File: src/rtl/bus_arb_pkg.sv
// Shared types and constants for the two-master bus arbiter.
package bus_arb_pkg;

  localparam int unsigned NUM_MASTERS = 2;
  localparam int unsigned ADDR_W      = 32;
  localparam int unsigned DATA_W      = 32;
  localparam int unsigned MASK_W      = 4;

  typedef enum logic [1:0] {ARB_IDLE, ARB_BUSY_M0, ARB_BUSY_M1} ArbState_t;
  typedef enum logic {ARB_M0, ARB_M1} MasterId_t;

  // Master-to-slave request payload routed through the arbiter mux.
  typedef struct packed {
    logic [ADDR_W-1:0] address;
    logic              read;
    logic              write;
    logic [DATA_W-1:0] data_wr;
    logic [MASK_W-1:0] mask;
  } bus_req_t;

endpackage

File: src/rtl/bus_if.sv
// CPU-side memory bus: master drives the request, slave returns stall and read data.
interface Bus_if;
  import bus_arb_pkg::*;

  logic [ADDR_W-1:0] address;
  logic              read;
  logic              write;
  logic [DATA_W-1:0] data_wr;
  logic [MASK_W-1:0] mask;
  logic              stall;
  logic [DATA_W-1:0] data_rd;
  logic [DATA_W-1:0] data_rd_2;

  modport master (
    output address, read, write, data_wr, mask,
    input  stall, data_rd, data_rd_2
  );

  modport slave (
    input  address, read, write, data_wr, mask,
    output stall, data_rd, data_rd_2
  );

endinterface

File: src/rtl/arb_pick.sv
// Combinational master selection for an idle bus.
// BUS_ARB_RR_EN selects round-robin; otherwise M0 has fixed priority.
module arb_pick
  import bus_arb_pkg::*;
(
  input  logic      req0,
  input  logic      req1,
  input  MasterId_t last_grant,
  output logic      valid,
  output MasterId_t id
);

  assign valid = req0 | req1;

`ifdef BUS_ARB_RR_EN
  // Contention goes to whichever master did not complete last.
  always_comb begin
    id = ARB_M0;
    if (req0 && req1) begin
      id = (last_grant == ARB_M0) ? ARB_M1 : ARB_M0;
    end else if (req1) begin
      id = ARB_M1;
    end
  end
`else
  logic unused_last_grant;
  assign unused_last_grant = last_grant;
  assign id = req0 ? ARB_M0 : ARB_M1;
`endif

endmodule

File: src/rtl/bus_arbiter_2to1.sv
// Zero-latency 2:1 arbiter sharing one slave bus between data (M0) and fetch (M1) masters.
// Pick policy is chosen in arb_pick via BUS_ARB_RR_EN.
module bus_arbiter_2to1
  import bus_arb_pkg::*;
(
  input logic  clk,
  input logic  rst_n,
  Bus_if.slave  m0,
  Bus_if.slave  m1,
  Bus_if.master s
);

  ArbState_t state;
  ArbState_t state_next;
  MasterId_t last_grant;
  MasterId_t last_grant_next;
  MasterId_t pick_id;
  MasterId_t owner_id;
  logic      pick_valid;
  logic      owner_valid;
  logic      owner_req;
  logic      req0;
  logic      req1;
  bus_req_t  m0_req;
  bus_req_t  m1_req;
  bus_req_t  s_req;

  assign req0 = m0.read | m0.write;
  assign req1 = m1.read | m1.write;

  arb_pick u_pick (
    .req0       (req0),
    .req1       (req1),
    .last_grant (last_grant),
    .valid      (pick_valid),
    .id         (pick_id)
  );

  always_ff @(posedge clk or negedge rst_n) begin
    if (!rst_n) begin
      state      <= ARB_IDLE;
      last_grant <= ARB_M1;
    end else begin
      state      <= state_next;
      last_grant <= last_grant_next;
    end
  end

  // Owner is locked while busy; an idle bus follows the live pick.
  always_comb begin
    owner_valid     = pick_valid;
    owner_id        = pick_id;
    state_next      = ARB_IDLE;
    last_grant_next = last_grant;
    case (state)
      ARB_BUSY_M0: begin
        owner_valid = 1'b1;
        owner_id    = ARB_M0;
      end
      ARB_BUSY_M1: begin
        owner_valid = 1'b1;
        owner_id    = ARB_M1;
      end
      default: ;
    endcase
    owner_req = (owner_id == ARB_M0) ? req0 : req1;
    if (owner_valid && owner_req) begin
      if (s.stall) begin
        state_next = (owner_id == ARB_M0) ? ARB_BUSY_M0 : ARB_BUSY_M1;
      end else begin
        last_grant_next = owner_id;
      end
    end
  end

  always_comb begin
    m0_req = '{address: m0.address, read: m0.read, write: m0.write,
               data_wr: m0.data_wr, mask: m0.mask};
    m1_req = '{address: m1.address, read: m1.read, write: m1.write,
               data_wr: m1.data_wr, mask: m1.mask};
    s_req  = '0;
    if (owner_valid) begin
      s_req = (owner_id == ARB_M0) ? m0_req : m1_req;
    end
  end

  assign s.address = s_req.address;
  assign s.read    = s_req.read;
  assign s.write   = s_req.write;
  assign s.data_wr = s_req.data_wr;
  assign s.mask    = s_req.mask;

  // Non-owner requesters wait; idle masters never see a stall.
  assign m0.stall = req0 & ((owner_valid && owner_id == ARB_M0) ? s.stall : 1'b1);
  assign m1.stall = req1 & ((owner_valid && owner_id == ARB_M1) ? s.stall : 1'b1);

  assign m0.data_rd   = s.data_rd;
  assign m0.data_rd_2 = s.data_rd_2;
  assign m1.data_rd   = s.data_rd;
  assign m1.data_rd_2 = s.data_rd_2;

endmodule

File: src/flat_wrapper.sv
// flat-port wrapper written by rule: the top's interface ports become plain ports
module bus_arbiter_2to1_flat import bus_arb_pkg::*;
  (clk, rst_n, m0_address, m0_read, m0_write, m0_data_wr, m0_mask, m0_stall, m0_data_rd, m0_data_rd_2, m1_address, m1_read, m1_write, m1_data_wr, m1_mask, m1_stall, m1_data_rd, m1_data_rd_2, s_address, s_read, s_write, s_data_wr, s_mask, s_stall, s_data_rd, s_data_rd_2);
  Bus_if m0_i ();
  Bus_if m1_i ();
  Bus_if s_i ();
  input logic clk;
  input logic rst_n;
  input wire logic [$bits(m0_i.address)-1:0] m0_address;
  input wire logic [$bits(m0_i.read)-1:0] m0_read;
  input wire logic [$bits(m0_i.write)-1:0] m0_write;
  input wire logic [$bits(m0_i.data_wr)-1:0] m0_data_wr;
  input wire logic [$bits(m0_i.mask)-1:0] m0_mask;
  output wire logic [$bits(m0_i.stall)-1:0] m0_stall;
  output wire logic [$bits(m0_i.data_rd)-1:0] m0_data_rd;
  output wire logic [$bits(m0_i.data_rd_2)-1:0] m0_data_rd_2;
  input wire logic [$bits(m1_i.address)-1:0] m1_address;
  input wire logic [$bits(m1_i.read)-1:0] m1_read;
  input wire logic [$bits(m1_i.write)-1:0] m1_write;
  input wire logic [$bits(m1_i.data_wr)-1:0] m1_data_wr;
  input wire logic [$bits(m1_i.mask)-1:0] m1_mask;
  output wire logic [$bits(m1_i.stall)-1:0] m1_stall;
  output wire logic [$bits(m1_i.data_rd)-1:0] m1_data_rd;
  output wire logic [$bits(m1_i.data_rd_2)-1:0] m1_data_rd_2;
  output wire logic [$bits(s_i.address)-1:0] s_address;
  output wire logic [$bits(s_i.read)-1:0] s_read;
  output wire logic [$bits(s_i.write)-1:0] s_write;
  output wire logic [$bits(s_i.data_wr)-1:0] s_data_wr;
  output wire logic [$bits(s_i.mask)-1:0] s_mask;
  input wire logic [$bits(s_i.stall)-1:0] s_stall;
  input wire logic [$bits(s_i.data_rd)-1:0] s_data_rd;
  input wire logic [$bits(s_i.data_rd_2)-1:0] s_data_rd_2;
  assign m0_i.address = m0_address;
  assign m0_i.read = m0_read;
  assign m0_i.write = m0_write;
  assign m0_i.data_wr = m0_data_wr;
  assign m0_i.mask = m0_mask;
  assign m0_stall = m0_i.stall;
  assign m0_data_rd = m0_i.data_rd;
  assign m0_data_rd_2 = m0_i.data_rd_2;
  assign m1_i.address = m1_address;
  assign m1_i.read = m1_read;
  assign m1_i.write = m1_write;
  assign m1_i.data_wr = m1_data_wr;
  assign m1_i.mask = m1_mask;
  assign m1_stall = m1_i.stall;
  assign m1_data_rd = m1_i.data_rd;
  assign m1_data_rd_2 = m1_i.data_rd_2;
  assign s_address = s_i.address;
  assign s_read = s_i.read;
  assign s_write = s_i.write;
  assign s_data_wr = s_i.data_wr;
  assign s_mask = s_i.mask;
  assign s_i.stall = s_stall;
  assign s_i.data_rd = s_data_rd;
  assign s_i.data_rd_2 = s_data_rd_2;
  bus_arbiter_2to1 u_core (.clk(clk), .rst_n(rst_n), .m0(m0_i), .m1(m1_i), .s(s_i));
endmodule
File: config.mk
export PLATFORM = sky130hd
export DESIGN_NAME = bus_arbiter_2to1_flat
export DESIGN_NICKNAME = d
export VERILOG_FILES = /design/src/rtl/bus_arb_pkg.sv /design/src/rtl/bus_if.sv /design/src/rtl/arb_pick.sv /design/src/rtl/bus_arbiter_2to1.sv /design/src/flat_wrapper.sv
export SDC_FILE = /design/constraint.sdc
export NUM_CORES = 1
export LEC_CHECK = 0
export ABC_AREA = 1
export CORE_AREA = 2 2 159 161
export DETAILED_ROUTE_END_ITERATION = 7
export DIE_AREA = 0 0 161 163
export SYNTH_ARGS = -nofsm -noshare
export SYNTH_HDL_FRONTEND = slang
export SYNTH_SLANG_ARGS = --single-unit
File: constraint.sdc
create_clock -name clk -period 2.25 [get_ports clk]
set_input_delay 0.675 -clock clk [delete_from_list [all_inputs] [get_ports clk]]
set_output_delay 0.675 -clock clk [all_outputs]
set_load 0.02 [all_outputs]
Word level (Yosys, flattened, before mapping)
Cells that the tools add are included.
- output and inout bits: 200
- register bits after elaboration: 2
- word-level logic and storage cells: 24
- bits of input ports: 207
- equality and inequality tests: 2
- reduce and logical (&&, ||, !) cells: 4
- multiplexer cells: 11
- bitwise operators: 6
- operators with widths (cell ; number):
    70-bit two-way mux ; 2
    2-bit two-way mux ; 3
    1-bit two-way mux ; 5
    1-bit logical AND ; 3
    1-bit OR ; 3
    1-bit AND ; 2
    2-bit by 1-bit equality test with 1-bit output, second input constant ; 1
    2-bit equality test, second input constant ; 1
    1-bit one-hot mux with 2 select lines ; 1
    2-bit OR reduction ; 1
    1-bit inverter ; 1

Longest topological paths before layout
- word-level depth: 7
- depth in mapped cells: 8
- depth with buffers taken out: 7

Cells and area by module
A second synthesis with hierarchy kept.
- cells, all modules: 401
- area total of the unflattened synthesis: 2289.7 µm²
- by module, submodules not included (module ; instances ; area an instance (µm²) ; seq. area each (µm²) ; cells each):
    bus_arbiter_2to1 ; 1 ; 2275.9 ; 76.3 ; 398
    arb_pick ; 1 ; 13.8 ; 0.0 ; 3

Worst setup path after synthesis
No wires, ideal clock.
- path kind: input port to output port
- from: input m1_write
- to: output s_address[27]
- data arrival time: 1.546 ns
- buffers on the path: 2
- path slack: 0.029 ns
- stages: 6
- required time: 1.575 ns
- cells stage by stage: nor2_1 -> nand3_1 -> buf_4 -> buf_2 -> nand2_1 -> nor2_1
- cells in the longest elaborated chain, start to end: 4
- RTL lines (element ; RTL line ; RTL):
    start: declaration ; flat_wrapper.sv:19 ; input wire logic [$bits(m1_i.write)-1:0] m1_write;
    1-bit OR ; bus_arbiter_2to1.sv:29 ; assign req1 = m1.read | m1.write;
    1-bit OR ; arb_pick.sv:13 ; assign valid = req0 | req1;
    1-bit two-way mux ; bus_arbiter_2to1.sv:55 ; case (state)
    70-bit two-way mux ; bus_arbiter_2to1.sv:82 ; if (owner_valid) begin
    end: declaration ; flat_wrapper.sv:25 ; output wire logic [$bits(s_i.address)-1:0] s_address;
No other way between the ends.

Worst setup path after layout
- from: register u_core.state[0]
- to: output s_data_wr[12]
- cells in the longest elaborated chain, start to end: 4
- elaborated cells between the ends (all ways): 7
- those cells by class: 2 x eq/ne; 4 x mux; 1 x reduce/logical
- RTL lines (element ; RTL line ; RTL):
    start: declaration ; bus_arbiter_2to1.sv:13 ; ArbState_t state;
    start signal: assignment ; bus_arbiter_2to1.sv:44 ; state <= state_next;
    2-bit equality test or 2-bit by 1-bit equality test with 1-bit output (tied branches) ; bus_arbiter_2to1.sv:55 ;
    1-bit one-hot mux with 2 select lines or 2-bit OR reduction (tied branches) ; n/a ;
    70-bit two-way mux or 1-bit two-way mux (tied branches) ; bus_arbiter_2to1.sv:83, bus_arbiter_2to1.sv:55 ;
    70-bit two-way mux * ; bus_arbiter_2to1.sv:82 ;
    end: declaration ; flat_wrapper.sv:28 ; output wire logic [$bits(s_i.data_wr)-1:0] s_data_wr;
Mark *: on every way between the ends. The rest lies on a longest branch, timed or not.

==> results <==
- The run finished, with violations left.
- The final reports fail on negative setup slack.
- By count the netlist is led by 143 x sky130_fd_sc_hd__nand2_1, 133 x sky130_fd_sc_hd__buf_4, 69 x sky130_fd_sc_hd__nand3_1, 9 x sky130_fd_sc_hd__buf_2, 7 x sky130_fd_sc_hd__clkbuf_1.
- The number of global-route vias before repair came to roughly 2,800.
- The worst min-delay path category is in -> async.
- The number of buffers and inverters on the critical path is 6.
- The netlist uses 15 different library cells.
- Global routing consumed, on the met2 layer, 15.8% of the routing resources.
- By area the synthesized netlist is led by sky130_fd_sc_hd__buf_4 48%, sky130_fd_sc_hd__nand2_1 26%, sky130_fd_sc_hd__nand3_1 16%.
- The post-route fraction of the period consumed by the critical path is 115%.
- During placement, the flow inserted port buffers numbering between 200 and 250.
- The met3 track demand over resource in global routing is about 2.6%.
- In this run the worst path has a maximum fanout of 4.
- The area share of the leading cell type in the synthesized netlist is 47.5%.
- The arrival time reported for the critical path endpoint is ~1.9 ns.
- The worst register-to-register path begins at u_core.state[1].
- The final instance area is about 5600 µm².
- The largest registers in the layout are u_core.state x2.
- The final hold violation count is 0.
- Of the cells placed in the final design, the portion with a size suffix greater than 1 is 54.7%.
- The detail route stage leaves a number of antenna-violating nets equal to 0.
- The clock latency on the worst-skew pair is about 0.22 ns.
- Clock-pin slew was measured on the worst setup and hold paths at roughly 0.030 ns.
- The stage delay of the slowest cell on the critical path is between 0.3 and 0.4 ns.
- The critical path goes through inv_2 > ha_4 > or2_4 > o21ai_4 > buf_12 > buf_12 > buf_16 > buf_4 > nand2_2 > nand2_2 > buf_6.
- The most utilized layer in the global route result is met2.
- Including well taps, the total number of placed cells is 798.
- Of all cell types, the one taking the most synthesized area is sky130_fd_sc_hd__buf_4.
- The post-route DRC violation count is 0.
- The most common cell in the synthesized netlist is sky130_fd_sc_hd__nand2_1.
- Across the VDD grid, the largest voltage drop is 0.189 mV.
- In this run the number of H-tree levels came out at 1.
- The cell area that synthesis handed to floorplanning was about 2100 µm².
- For this configuration, the core starts out at a cell density of 8.51%.
- TritonCTS created 3 clock buffers.
- Setup repair after global routing could not meet its margin everywhere.
- The slew at the pin with the worst max-slew slack is 0.219 ns.
- The sum of net half-perimeters after detailed placement is 8.02 mm.
- The final number of max-transition violations came to 0.
- The standard-cell row count is 58.
- Setup violations remaining at the end of the flow were counted as 71.
- The layout overhead on the synthesized area is 166%.
- The number of vias per cell is ~3.5.
- More flip-flops sit in one register than any other, and that register is u_core.state.
- The post-synthesis register bit count is 2.
- The overflow left after global routing is 0.
- The first global-routing pass estimated ~17 mm of wire.
- The per-cell routed wire length is approximately 17 µm.
- The master cell of the clock root buffer is sky130_fd_sc_hd__clkbuf_16.
- Once placement finished, the instance area stood at ~3900 µm².
- The area of the core is roughly 25,000 µm².
- The clock tree from TritonCTS is built.
- The final design utilization is approximately 23%.
- The count of flip-flops with a built-in enable after synthesis is 0.
- The total power draw is 2940 µW.
- The most critical setup path has its startpoint at u_core.state[0].
- The buffer levels on the longest clock path is 2.
- The worst setup path is launched from a register.
- The critical path required time is approximately 1.6 ns.
- The initial antenna violation count is 0.
- When the netlist entered floorplanning its net count stood at 589.
- For this run, the top clock speed supported by timing is 0.388 GHz.
- Routability-driven placement finished with a final weighted congestion of 0.718.
- The power per standard cell area is ~530 nW/µm².
- The critical setup path kind is reg -> out.
- Summing the sequential cell areas from Yosys gives between 2 and 2.5% of the chip area.
- The final layout contains routed wiring with a total length of between 10 and 15 mm.
- The cell count after synthesis is 381.
- The number of non-filler instances in the completed layout is between 800 and 900.
- In this run the vertical extent of the chip is about 160 µm.
- The routing usage on met1 is approximately 9%.
- The clock tree skew after final layout is around 0.00053 ns.
- The register with the most flip-flops in the layout has 2 of them.
- The detailed router placed just under 3,000 vias in this run.
- The number of hold buffers added after cts is 0.
- The kind of end point of the critical path is an output port.
- The final worst-path setup slack is -0.328 ns.
- The die area is about 26,000 µm².
- Counting flops with an async set or reset pin after synthesis yields a share of between 90% and 100%.
- For this run, the detailed router's first-pass iteration total came to 4.
- The net count of the finished layout is ~740.
- The overall die width is 161 µm.
- The clock net in this run drives a total of 2 sinks.
- The first routing iteration left 76 violations.
- The number of maximum-capacitance violations is 0.
- For the finished layout, the period the worst path requires is roughly 2.6 ns.
- The slowest stage of the critical path is the sky130_fd_sc_hd__dfrtp_1 cell.
- The mean area per synthesized cell is approximately 5.5 µm².
- The prevailing post-synth register cell is sky130_fd_sc_hd__dfrtp_1.
- The total of warnings raised by yosys is 0.
- The global router's overall resource usage is approximately 8.6%.
- The number of inserted diodes is 0.
- The gate family responsible for the most delay along the worst path is buffers and inverters.
- The headroom to the max-slew limit is between 80% and 90%.
- Pin placement for this block handled about 400 I/O pins.
- In this run the static leakage power is between 0.002 and 0.0025 µW.
- Entering global routing, the biggest net connects 33 pins.
[layout make-up]
class,instances,area [µm²]
Inverter,5,18.8
Clock buffer,3,75.1
Sequential cell,2,50.0
Multi-Input combinational cell,225,1580
Timing Repair Buffer,293,3450
Fill cell,2666,19100
Tap cell,330,413
[layout by cell type (no fill, tap or decap), drive strengths merged]
| master | instances |
|---|---|
| dfrtp | 2 |
| nor2 | 4 |
| inv | 5 |
| ha | 1 |
| o21ai | 1 |
| nor3 | 2 |
| nand3 | 69 |
| or2 | 1 |
| clkdlybuf4s50 | 138 |
| clkbuf | 9 |
| nand2 | 143 |
| a21oi | 4 |
| bufbuf | 1 |
| buf | 148 |
[cells by family after synthesis]
logic type / count (synthesis) / synth area share [%]
and+or+nand+nor: 219 / 43.8
AOI/OAI and AO/OA: 5 / 1.37
buffers and inverters: 154 / 51.8
adders and majority gates: 1 / 0.595
DFF: 2 / 2.38
[final timing paths]
path | to | slack [ns] | depth (start not counted)
max | s_data_wr[12] | -0.33 | 11
min | u_core.state[1] | 0.64 | 1
max reg2reg | u_core.state[0] | 0.72 | 7
min reg2reg | u_core.state[1] | 1.08 | 6
max in group asynchronous | u_core.state[0] | 1.47 | 1
min in group clk | u_core.state[1] | 1.02 | 5
[repair_timing]
item | in CTS | in global routing
endpoints found under the setup margin | 72 | 72
cloned | 11 | 8
pin swaps | 19 | 56
setup buffers | 27 | 17
resized for setup | 460 | 196
[worst reg2reg max path, cell delays in order (launching register included)]
cell                      delay (ns)
sky130_fd_sc_hd__dfrtp_1        0.38
sky130_fd_sc_hd__ha_4           0.30
sky130_fd_sc_hd__inv_2          0.06
sky130_fd_sc_hd__nand2_2        0.12
sky130_fd_sc_hd__nand2_8        0.10
sky130_fd_sc_hd__buf_12         0.16
sky130_fd_sc_hd__buf_8          0.14
sky130_fd_sc_hd__nor3_1         0.18
[per-stage QoR]
step	TNS, ns	hold WS (ns)	setup slack (ns)
2_1_floorplan	0	0.379	0.0287
3_3_place_gp	-67.39	0.858	-1.02
3_5_place_dp	-69.15	0.856	-1.06
4_1_cts	-17.89	0.630	-0.380
5_1_grt	-22.78	0.648	-0.401
6_report	-18.42	0.638	-0.328
[layer usage]
metal | vias up | share of wire (%) | wire, µm
met3 | 69 | 8.1 | 1180
met4 | 0 | 5.1 | 746
met2 | 184 | 52 | 7560
met5 | - | 0 | 0
met1 | 1350 | 35 | 5050
li1 | 1377 | - | -
[power breakdown]
part / internal [µW] / leakage [µW] / total (µW) / switching, µW
combinational: 1430 / 0.00242 / 2630 / 1200
sequential: 40.1 / 0.0000261 / 42.4 / 2.29
clock: 226 / 0.0000370 / 269 / 42.6
total: 1700 / 0.00248 / 2940 / 1240
(Power assumes the default switching activity.)
